[src/rtl/buscador_datapath.sv]
// Pattern-search datapath: text/pattern buffers, ti/pi indices, comparator and match counter.
// Optional BUSCADOR_POS_EN implements the match_pos register; otherwise match_pos is tied to 0.
module buscador_datapath #(
  parameter int DATA_W     = 8,
  parameter int TEXT_DEPTH = 64,
  parameter int PAT_DEPTH  = 16,
  localparam int IW = $clog2(TEXT_DEPTH + 1),
  localparam int PW = $clog2(PAT_DEPTH + 1)
) (
  input  logic              clk,
  input  logic              rst,
  input  logic              wr_en,
  input  logic              wr_sel,
  input  logic [IW-1:0]     wr_addr,
  input  logic [DATA_W-1:0] wr_data,
  input  logic [IW-1:0]     text_len,
  input  logic [PW-1:0]     pat_len,
  input  logic              set_Iniciales,
  input  logic              patron_si,
  input  logic              patron_fin,
  input  logic              patron_cero,
  input  logic              patron_texto_suma,
  input  logic              text_suma,
  input  logic              sumatexto,
  output logic              fin,
  output logic              igual,
  output logic              pFin,
  output logic              busy,
  output logic [IW-1:0]     match_count,
  output logic [IW-1:0]     match_pos
);

  localparam int TA = (TEXT_DEPTH > 1) ? $clog2(TEXT_DEPTH) : 1;
  localparam int PA = (PAT_DEPTH > 1) ? $clog2(PAT_DEPTH) : 1;

  logic [DATA_W-1:0] text_mem [TEXT_DEPTH];
  logic [DATA_W-1:0] pat_mem  [PAT_DEPTH];

  logic [IW-1:0] ti, tl_r;
  logic [PW-1:0] pi, pl_r;

  always_ff @(posedge clk) begin
    if (wr_en && !busy) begin
      if (!wr_sel) begin
        if (wr_addr < IW'(TEXT_DEPTH)) text_mem[wr_addr[TA-1:0]] <= wr_data;
      end else begin
        if (wr_addr < IW'(PAT_DEPTH)) pat_mem[wr_addr[PA-1:0]] <= wr_data;
      end
    end
  end

  logic ti_ok, pi_ok;
  assign fin   = (ti >= tl_r) || (pl_r == '0);
  assign ti_ok = ti < IW'(TEXT_DEPTH);
  assign pi_ok = pi < PW'(PAT_DEPTH);
  assign igual = !fin && ti_ok && pi_ok &&
                 (text_mem[ti[TA-1:0]] == pat_mem[pi[PA-1:0]]);
  assign pFin  = (pl_r != '0) && (pi == pl_r - PW'(1));

  // ti saturates at tl_r: any advancing strobe while fin is a no-op on ti.
  logic [IW-1:0] ti_adv, cnt_inc, pos_now;
  logic          hit;
  assign ti_adv  = fin ? ti : ti + IW'(1);
  assign cnt_inc = (&match_count) ? match_count : match_count + IW'(1);
  assign pos_now = ti - IW'(pl_r) + IW'(1);
  assign hit     = !set_Iniciales &&
                   (patron_fin || (!patron_si && patron_texto_suma && pl_r == PW'(1)));

  always_ff @(posedge clk or posedge rst) begin
    if (rst) begin
      ti          <= '0;
      pi          <= '0;
      tl_r        <= '0;
      pl_r        <= '0;
      match_count <= '0;
      busy        <= 1'b0;
    end else begin
      if (busy && fin) busy <= 1'b0;
      if (hit) match_count <= cnt_inc;
      if (set_Iniciales) begin
        ti          <= '0;
        pi          <= '0;
        match_count <= '0;
        tl_r        <= (text_len > IW'(TEXT_DEPTH)) ? IW'(TEXT_DEPTH) : text_len;
        pl_r        <= (pat_len > PW'(PAT_DEPTH)) ? PW'(PAT_DEPTH) : pat_len;
        busy        <= 1'b1;
      end else if (patron_fin) begin
        ti <= ti_adv;
        pi <= '0;
      end else if (patron_si) begin
        ti <= ti_adv;
        pi <= pi + PW'(1);
      end else if (patron_texto_suma) begin
        ti <= ti_adv;
        pi <= (pl_r == PW'(1)) ? PW'(0) : PW'(1);
      end else if (text_suma) begin
        ti <= ti_adv;
      end else if (patron_cero) begin
        pi <= '0;
      end else if (sumatexto) begin
        ti <= ti_adv;
        pi <= '0;
      end
    end
  end

`ifdef BUSCADOR_POS_EN
  always_ff @(posedge clk or posedge rst) begin
    if (rst)                match_pos <= '0;
    else if (set_Iniciales) match_pos <= '0;
    else if (hit)           match_pos <= pos_now;
  end
`else
  assign match_pos = '0;
  logic unused_pos;
  assign unused_pos = ^pos_now;
`endif

endmodule

[config.mk]
export PLATFORM = sky130hd
export DESIGN_NAME = buscador_datapath
export DESIGN_NICKNAME = d
export VERILOG_FILES = /design/src/rtl/buscador_datapath.sv
export SDC_FILE = /design/constraint.sdc
export NUM_CORES = 1
export LEC_CHECK = 0
export BUFFER_PORTS_ARGS = -buffer_cell sky130_fd_sc_hd__buf_2
export CORE_MARGIN = 2
export CORE_UTILIZATION = 65
export CTS_CLUSTER_DIAMETER = 40
export DETAILED_ROUTE_END_ITERATION = 12
export PLACE_DENSITY_LB_ADDON = 0.12
export SLEW_MARGIN = 20
export SYNTH_ARGS = -nofsm -noshare
export SYNTH_HDL_FRONTEND = slang
export SYNTH_SLANG_ARGS = --single-unit
[constraint.sdc]
create_clock -name clk -period 5.11 [get_ports clk]
set_input_delay 0 -clock clk [delete_from_list [all_inputs] [get_ports clk]]
set_output_delay 0 -clock clk [all_outputs]
set_load 0.05 [all_outputs]
==> flow_metrics.env <==
export IMPL_gp_congestion=0.861
export IMPL_finalSetupTns_ns=0
export IMPL_core_area_sq_mm=0.0407
export IMPL_nNetsFinal=1541
export IMPL_finalCritPeriodShare_pct=90.3
export IMPL_async_flop_share_pct=4.76
export IMPL_swShare_pct=24.0
export IMPL_worstPathRequired_ns=5.11
export IMPL_grt_first_pass_wirelength_um=90700
export IMPL_hpwl_um=35900
export IMPL_cts_root_buf="clkbuf_16"
export IMPL_die_area_sq_mm=0.0429
export IMPL_hp_class="primary input to flop"
export IMPL_dp_cells=1906
export IMPL_ant_nets=0
export IMPL_synth_area_leaders="edfxtp_1 (72%), mux4_2 (13%), dfrtp_1 (3.0%)"
export IMPL_die_y_um=207
export IMPL_wl_per_cell_um=29.3
export IMPL_stdcell_count=2085
export IMPL_p_leak_nw=9.74
export IMPL_synth_edff_count=640
export IMPL_yosys_warnings=0
export IMPL_yosys_register_bits=672
export IMPL_crit_buf_inv=2
export IMPL_arrival_ns=4.61
export IMPL_ios=56
export IMPL_clk_pin_slew_ns=0.06
export IMPL_final_layout_size_suffix_gt1_share_pct=24.3
export IMPL_htreeDepth=3
export IMPL_crit_path_start_kind="flop"
export IMPL_synth_seq_area_share_pct=74.7
export IMPL_layout_commonest_cell="edfxtp_1"
export IMPL_antenna_cells=0
export IMPL_start_util_pct=65.8
export IMPL_power_share_clock_pct=41.4
export IMPL_final_cell_mix="edfxtp_1 (640), mux4_2 (159), nor2_1 (112)"
export IMPL_wl_um=61200
export IMPL_comb_power_share_pct=12.5
export IMPL_power_density_mw_per_mm2=439
export IMPL_insertion_delay_ns=0.59
export IMPL_stdcell_area_sq_mm=0.0306
export IMPL_syn_area_sq_mm=0.0268
export IMPL_maxCapViolations=0
export IMPL_crit_path_max_fanout=47
export IMPL_critPathMaxStageDelay_ns=0.92
export IMPL_grt_util_all_layers_pct=28.9
export IMPL_end_kind="primary output"
export IMPL_worstPathCellList="buf_4 > mux2i_1 > nor3_1 > o31ai_1 > a21oi_1 > or4_1 > nor4_2 > buf_2"
export IMPL_p_total_mw=13.4
export IMPL_dpl_cell_area_sq_mm=0.0276
export IMPL_critPathKind="flop to primary output"
export IMPL_grt_overflow=0
export IMPL_clock_fmax_ghz=0.217
export IMPL_synth_area_per_cell_sq_um=19.6
export IMPL_cp_top_family="simple AND/OR/NAND/NOR gates"
export IMPL_clock_sinks=672
export IMPL_maxSlewHeadroom_pct=21.2
export IMPL_die_w_um=207
export IMPL_p_sw_mw=3.22
export IMPL_port_buffer_count=48
export IMPL_irDropWorstVdd_uv=343
export IMPL_antenna_found_initial=1
export IMPL_cts_resized=0
export IMPL_clock_skew_ns=0.0220
export IMPL_tritoncts="yes"
export IMPL_drc=0
export IMPL_outcome="finished, final reports clean"
export IMPL_cts_hold_buf=36
export IMPL_seq_power_share_pct=46.1
export IMPL_tightestPinTransition_ns=1.18
export IMPL_vias=14000
export IMPL_syn_to_final_growth_pct=14.0
export IMPL_fp_row_count=74
export IMPL_via_per_inst=6.72
export IMPL_cts_buffers=78
export IMPL_cts_path_max_buffers=3
export IMPL_internal_power_mw=10.2
export IMPL_ys_types=63
export IMPL_grt_pass1_vias=14200
export IMPL_first_iter_violations=1972
export IMPL_first_pass_iters=6
export IMPL_synthCells=1367
export IMPL_rsz0062_at_grt="false"
export IMPL_min_period_ns=4.61
export IMPL_post_cts_buffers=0
export IMPL_slowest_stage="dfrtp_4"
export IMPL_grt_max_degree=81
export IMPL_yosysTopAreaCell="edfxtp_1"
export IMPL_setup_viol=0
export IMPL_yosysTopAreaCellShare_pct=71.7
export IMPL_final_core_util_pct=75.1
export IMPL_finalMaxSlewViolations=0
export IMPL_final_hold_viol_count=0
export IMPL_synth_flop_cell="edfxtp_1"
==> power groups by stage <==
stage          sequential [mW]  clock (mW)  combinational (mW)
5_1_grt                   6.20        5.83                1.77
6_report                  6.19        5.56                1.68
2_1_floorplan             6.19           0                1.26
3_5_place_dp              6.31           0                1.63
4_1_cts                   6.19        5.60                1.67
3_3_place_gp              6.31           0                1.61
==> final cells by class <==
class                           count  area [sq um]
Multi-Input combinational cell    603          6340
Timing Repair Buffer              115           858
Clock buffer                       92          2090
Clock inverter                     51           526
Inverter                           20          75.1
Tap cell                          532           666
Fill cell                        2227         10200
Sequential cell                   672         20000
==> per-stage QoR <==
step           hold WS [ns]  worst slack [ns]
6_report             0.0560             0.497
4_1_cts             0.00123             0.462
3_3_place_gp          0.105              1.10
5_1_grt              0.0611             0.343
2_1_floorplan        0.0989              1.23
3_5_place_dp          0.112              1.11
==> sequential cells by signal, summed over array words and instances (netlist names) <==
signal / flops
tl_r: 7
pat_mem: 128
ti: 7
text_mem: 512
busy: 1
pi: 5
pl_r: 5
match_count: 7
==> Yosys cell counts, types with 5 or more instances <==
| cell | instances |
|---|---|
| a21o_1 | 6 |
| nand2b_1 | 8 |
| nor3_1 | 8 |
| o22ai_1 | 14 |
| inv_1 | 20 |
| xnor2_1 | 5 |
| clkbuf_1 | 31 |
| buf_1 | 10 |
| buf_2 | 17 |
| dfrtp_1 | 32 |
| nand3b_1 | 5 |
| a22o_1 | 9 |
| o21ai_0 | 21 |
| a221oi_1 | 6 |
| nand3_1 | 21 |
| buf_6 | 7 |
| a22oi_1 | 32 |
| nand2_1 | 35 |
| and3_1 | 5 |
| nor2_1 | 112 |
| buf_4 | 13 |
| a21oi_1 | 19 |
| nor2b_1 | 11 |
| mux4_2 | 159 |
| xor2_1 | 10 |
| edfxtp_1 | 640 |
| mux2i_1 | 27 |
| ha_1 | 13 |
| o31ai_1 | 5 |
| or3_1 | 5 |
==> layer usage <==
layer / part of all wire (%) / up-vias / track usage (%)
met5: 0.021 / - / 0
met4: 3.0 / 2 / 10.0
met3: 9.8 / 143 / 7.32
met2: 48 / 812 / 44.7
met1: 39 / 7213 / 41.2
li1: - / 5851 / -
==> worst min-delay path, stage by stage <==
cell and delay (ns):
buf_2 0.09, nor2_1 0.04, nor2_1 0.09, nor4b_1 0.09
o21ai_0 0.21, o31ai_1 0.10
==> kinds of logic after synthesis <==
logic type	after synthesis	synth area share (%)
other	1	0.0140
xor gates and xnor gates	15	0.490
buffers and inverters	98	1.83
AOI/OAI and AO/OA	140	3.65
muxes	189	14.5
DFF	672	74.7
adders and majority gates	13	0.607
and+or+nand+nor	239	4.27
==> final timing paths <==
check | slack (ns) | startpoint | endpoint | cells past startpoint
worst max-delay path | 0.50 | ti[1] | igual | 8
worst min-delay path | 0.06 | patron_cero | pi[3] | 6
worst max register to register | 1.20 | busy | text_mem[21][7] | 3
worst min register to register | 0.55 | match_count[6] | match_count[6] | 2
max in group asynchronous | 4.68 | rst | ti[0] | 4
min in group asynchronous | 0.09 | rst | tl_r[5] | 4
No activity file was read; power rests on OpenSTA's default activity.
